## src/rtl/ibuf_ctt_rx.sv

```systemverilog
// ibuf_ctt_rx -- receive side of a shared CTT tri-state bus.
// Synchronises the pad level, waits out a bus-turnaround guard after the
// local driver releases the bus, then tracks the remote level on O with
// edge (RISE/FALL) and abandoned-change (GLITCH) pulses.
// Build option: define IBUF_CTT_RX_FILTER_EN to require FILTER_LEN stable
// samples before O follows the bus; without it O follows the first
// differing sample and GLITCH is tied low.
module ibuf_ctt_rx #(
  parameter int FILTER_LEN = 3,  // stable samples to accept a level, 1..15
  parameter int TURN_CYC   = 2   // turnaround guard cycles, 0..15
) (
  input  logic CLK,
  input  logic RST_N,
  input  logic I,
  input  logic T,
  input  logic GTS,
  output logic O,
  output logic VALID,
  output logic RISE,
  output logic FALL,
  output logic GLITCH
);

  typedef enum logic [1:0] {
    DRIVE = 2'd0,
    TURN  = 2'd1,
    RECV  = 2'd2
  } state_t;

  localparam logic [3:0] L_TURN = 4'(TURN_CYC);

  // Out-of-range parameters stop elaboration instead of silently wrapping
  // the 4-bit counters.
  if (FILTER_LEN < 1 || FILTER_LEN > 15 || TURN_CYC < 0 || TURN_CYC > 15) begin : g_bad_param
    $error("ibuf_ctt_rx: FILTER_LEN must be 1..15 and TURN_CYC 0..15");
  end

  state_t     r_state;
  logic [3:0] r_tcnt;
  logic       r_s1;
  logic       r_s2;
  logic       r_o;
  logic       r_valid;
  logic       r_rise;
  logic       r_fall;

  logic       w_rx_mode;
  logic       w_recv;
  logic       w_take;

  // The local driver is off when either the local or the global tri-state
  // control says so; only then can a remote driver own the bus.
  assign w_rx_mode = T | GTS;
  assign w_recv    = w_rx_mode && (r_state == RECV);

`ifdef IBUF_CTT_RX_FILTER_EN
  localparam logic [3:0] L_FILT_LAST = 4'(FILTER_LEN - 1);

  logic [3:0] r_fcnt;
  logic       r_glitch;

  // O moves on the edge where the FILTER_LEN-th consecutive differing
  // sample is seen.
  assign w_take = w_recv && (r_s2 != r_o) && (r_fcnt == L_FILT_LAST);

  // Filter count: run while the sample disagrees with O, flag an abandoned
  // change, and drop silently whenever we are not receiving.
  always_ff @(posedge CLK or negedge RST_N) begin
    if (!RST_N) begin
      r_fcnt   <= 4'd0;
      r_glitch <= 1'b0;
    end else begin
      r_glitch <= 1'b0;
      if (!w_recv) begin
        r_fcnt <= 4'd0;
      end else if (r_s2 != r_o) begin
        r_fcnt <= w_take ? 4'd0 : r_fcnt + 4'd1;
      end else begin
        r_fcnt   <= 4'd0;
        r_glitch <= (r_fcnt != 4'd0);
      end
    end
  end

  assign GLITCH = r_glitch;
`else
  assign w_take = w_recv && (r_s2 != r_o);
  assign GLITCH = 1'b0;
`endif

  // Synchroniser, turnaround FSM and registered receive outputs.
  // NOTE: every register here uses non-blocking assignment so all flops
  // sample pre-edge values; r_s2 <= r_s1 then forms a true two-stage chain.
  always_ff @(posedge CLK or negedge RST_N) begin
    if (!RST_N) begin
      r_s1    <= 1'b0;
      r_s2    <= 1'b0;
      r_state <= TURN;
      r_tcnt  <= L_TURN;
      r_o     <= 1'b0;
      r_valid <= 1'b0;
      r_rise  <= 1'b0;
      r_fall  <= 1'b0;
    end else begin
      r_s1   <= I;
      r_s2   <= r_s1;
      r_rise <= 1'b0;
      r_fall <= 1'b0;
      if (!w_rx_mode) begin
        // Local driver owns the bus: hold O, nothing to receive.
        r_state <= DRIVE;
        r_valid <= 1'b0;
      end else begin
        unique case (r_state)
          DRIVE: begin
            if (L_TURN == 4'd0) begin
              r_state <= RECV;
              r_valid <= 1'b1;
              r_o     <= r_s2;
            end else begin
              r_state <= TURN;
              r_tcnt  <= L_TURN;
            end
          end
          TURN: begin
            if (r_tcnt <= 4'd1) begin
              // Entry load is a resync, not an edge: no RISE/FALL here.
              r_state <= RECV;
              r_valid <= 1'b1;
              r_o     <= r_s2;
            end else begin
              r_tcnt <= r_tcnt - 4'd1;
            end
          end
          RECV: begin
            if (w_take) begin
              r_o    <= r_s2;
              r_rise <= r_s2;
              r_fall <= ~r_s2;
            end
          end
          default: begin
            r_state <= DRIVE;
            r_valid <= 1'b0;
          end
        endcase
      end
    end
  end

  assign O     = r_o;
  assign VALID = r_valid;
  assign RISE  = r_rise;
  assign FALL  = r_fall;

endmodule

```

## config.mk

```make
export PLATFORM = sky130hd
export DESIGN_NAME = ibuf_ctt_rx
export DESIGN_NICKNAME = d
export VERILOG_FILES = /design/src/rtl/ibuf_ctt_rx.sv
export SDC_FILE = /design/constraint.sdc
export NUM_CORES = 1
export LEC_CHECK = 0
export ABC_AREA = 1
export CORE_AREA = 5 5 42 44
export DETAILED_ROUTE_END_ITERATION = 6
export DIE_AREA = 0 0 47 49
export PLACE_DENSITY_LB_ADDON = 0.1
export SYNTH_ARGS = -nofsm -noshare
export SYNTH_HDL_FRONTEND = slang
export SYNTH_SLANG_ARGS = --single-unit
```

## constraint.sdc

```tcl
create_clock -name CLK -period 4.45 [get_ports CLK]
set_clock_uncertainty 0.15 [all_clocks]
set_input_delay 1.335 -clock CLK [delete_from_list [all_inputs] [get_ports CLK]]
set_output_delay 1.335 -clock CLK [all_outputs]
set_load 0.005 [all_outputs]
```

==> flow_summary.ini <==
[placed_design]
hpwl_um = 702
routabilityCongestion = 0.706
place_area_sq_um = 667
place.port_buffers = 8

[power]
leakagePower_nw = 0.364
clkPwrFrac_pct = 20.0
p_sw_mw = 0.157
pwr-share-seq_pct = 41.2
combPwrFrac_pct = 38.7
p_int_mw = 0.263
switching_share_pct = 37.4
ir_drop_mv = 0.244
p_per_area_mw_per_mm2 = 598

[timing]
finalCriticalPeriod_ns = 2.64
grt_setup_unrepaired = false
max-slew-margin-rel_pct = 62.9
setup_viol = 0
slew_violations = 0
fmax_mhz = 378
fin_crit_sh_pct = 59.4
worstMarginPinSlew_ns = 0.554
tns_ns = 0
hold_viol = 0

[clocking]
cts_root_buffer = clkbuf_4
cts_resized = 0
clock_path_buffers = 2
htree_levels = 1
numCtsBuffers = 3
clk_latency_ns = 0.26
clk_pin_slew_worst_paths_ns = 0.07
cts.sinks = 12
holdBufCountCts = 0
cts_tree = built
cts_setup_buffers = 0

[floorplan]
io_pins = 10
coreArea_sq_mm = 0.00140
die_x_um = 47
rows = 14
die_h_um = 49
design.die.area_sq_mm = 0.00230
initial_core_util_pct = 41.0

[logic_synthesis]
syn_avg_cell_area_sq_um = 8.70
synth-seq-cells = 12
yosysTopAreaCell = dfrtp_1
synth.top_cell.area_share_pct = 43.6
synth_area_sq_um = 574
syn_inst = 66
synth.area.top_cells = dfrtp_1 (44%), dfstp_2 (9.2%), inv_1 (9.2%)
ys_types = 18
yosysSeqAreaShare_pct = 52.7
syn_nets = 73
yosys_warnings = 0

[worst_setup_path]
crit_path_start_kind = flop
critPathKind = reg2out
max_stage_delay_ns = 0.51
crit_start = O
critPathMaxFanout = 4
cp_top_family = buffers and inverters
crit_arrival_ns = 1.16
worstPathRequired_ns = 2.96
crit_slowest_cell = clkdlybuf4s50_1
r2r-start = r_tcnt[1]
critPathBufInv = 1
crit_chain = clkdlybuf4s50_1
cp-end-kind = primary output

[cells_and_area]
n_antenna_cell = 0
nFillCells = 148
fin_util_pct = 50.2
syn_to_final_growth_pct = 22.4
fin_area_sq_um = 703
nets = 85
drive_above_1_share_pct = 18.2

[job]
maxCapViolCount = 0

[global_route]
gr-total-overflow = 0
grt_util_all_layers_pct = 9.74
grt_pass1_vias = 395
grt_pass1_wl_um = 1610
antenna_found_initial = 0
grt_max_degree = 13

[routing]
drc = 0
wl_per_cell_um = 9.83
drt_wl_total_um = 914
antenna_left = 0
drtIter0Drc = 4
vias = 414
routed_via_density = 4.45
dr.pass1.iters = 3

[min_path]
worstHoldPathType = reg2reg
hold_path_startpoint = r_s1

[status]
status = complete, no violations
-- logic make-up (layout without fill, tap and decap cells) --
group                    Yosys count  count (layout)  share of synthesized area [%]
adder cells (fa/ha/maj)            2               2                           4.36
buffers and inverters             15              26                           10.5
flip-flops                        12              12                           52.7
other                              1               1                          0.653
AND/OR/NAND/NOR                   29              29                           25.1
AO/OA/AOI/OAI                      6               6                           5.23
XOR/XNOR                           1               1                           1.53
-- synthesized netlist by cell type, drive strengths merged --
| cell | n |
|---|---|
| buf | 1 |
| nand2 | 16 |
| nor3 | 1 |
| nand3 | 5 |
| nor2 | 7 |
| conb | 1 |
| ha | 2 |
| dfstp | 2 |
| xor2 | 1 |
| dfrtp | 10 |
| o21ai | 4 |
| inv | 14 |
| a21oi | 2 |
-- cells in the final DEF, fill, tap and decap left out, types with 2 or more instances in the layout --
cell | netlist | routed
inv_1 | 14 | 14
ha_1 | 2 | 2
nand2_1 | 12 | 12
clkdlybuf4s50_1 | 0 | 8
o21ai_1 | 3 | 3
nor2_2 | 2 | 2
nand2_2 | 4 | 4
clkbuf_4 | 0 | 3
nand3_1 | 4 | 4
dfstp_2 | 2 | 2
dfrtp_1 | 10 | 10
nor2_1 | 4 | 4
a21oi_1 | 2 | 2
-- power by group through the flow --
| stage | Clock (mW) | Combinational, mW | Sequential (mW) |
|---|---|---|---|
| 6_report | 0.0843 | 0.163 | 0.173 |
| 5_1_grt | 0.0943 | 0.191 | 0.179 |
| 4_1_cts | 0.0882 | 0.167 | 0.173 |
| 3_5_place_dp | 0 | 0.167 | 0.175 |
| 3_3_place_gp | 0 | 0.166 | 0.174 |
| 2_1_floorplan | 0 | 0.124 | 0.171 |
-- stage by stage --
step | power [mW] | instances | setup slack [ns] | hold slack (ns)
global placement | 0.340 | 89 | 1.90 | 0.184
global route | 0.464 | 93 | 1.73 | 0.213
CTS | 0.428 | 93 | 1.79 | 0.202
floorplan | 0.294 | 66 | 2.38 | 0.181
finish | 0.420 | 93 | 1.81 | 0.200
detailed placement | 0.342 | 89 | 1.88 | 0.185
-- sequential cells by signal, summed over array words and instances, names as in the netlist --
| signal | flops |
|---|---|
| VALID | 1 |
| O | 1 |
| r_state | 2 |
| r_s2 | 1 |
| RISE | 1 |
| r_s1 | 1 |
| FALL | 1 |
| r_tcnt | 4 |
-- area by class of cell --
class | count | area (sq um) | area share, %
Clock buffer | 4 | 36.3 | 5.16
Multi-Input combinational cell | 39 | 211 | 30.1
Tap cell | 16 | 20.0 | 2.85
Inverter | 14 | 52.6 | 7.47
Timing Repair Buffer | 8 | 80.1 | 11.4
Sequential cell | 12 | 303 | 43.1
-- metal layers --
layer	vias to the layer above	global-route usage [%]	wire length (um)
li1	217	-	-
met1	186	11.8	435
met2	9	14.5	392
met3	2	3.32	74
met4	0	5.53	12
met5	-	0	0
-- path summary, 6_finish.rpt --
path | end | slack, ns | cells after the start
setup / recovery | O | 1.81 | 1
hold / removal | r_s2 | 0.20 | 0
setup reg to reg | O | 2.94 | 10
hold reg to reg | r_s2 | 0.20 | 0
max in group asynchronous | r_state[0] | 2.50 | 1
min in group asynchronous | r_tcnt[2] | 1.27 | 1
No activity file was read; power rests on OpenSTA's default activity.
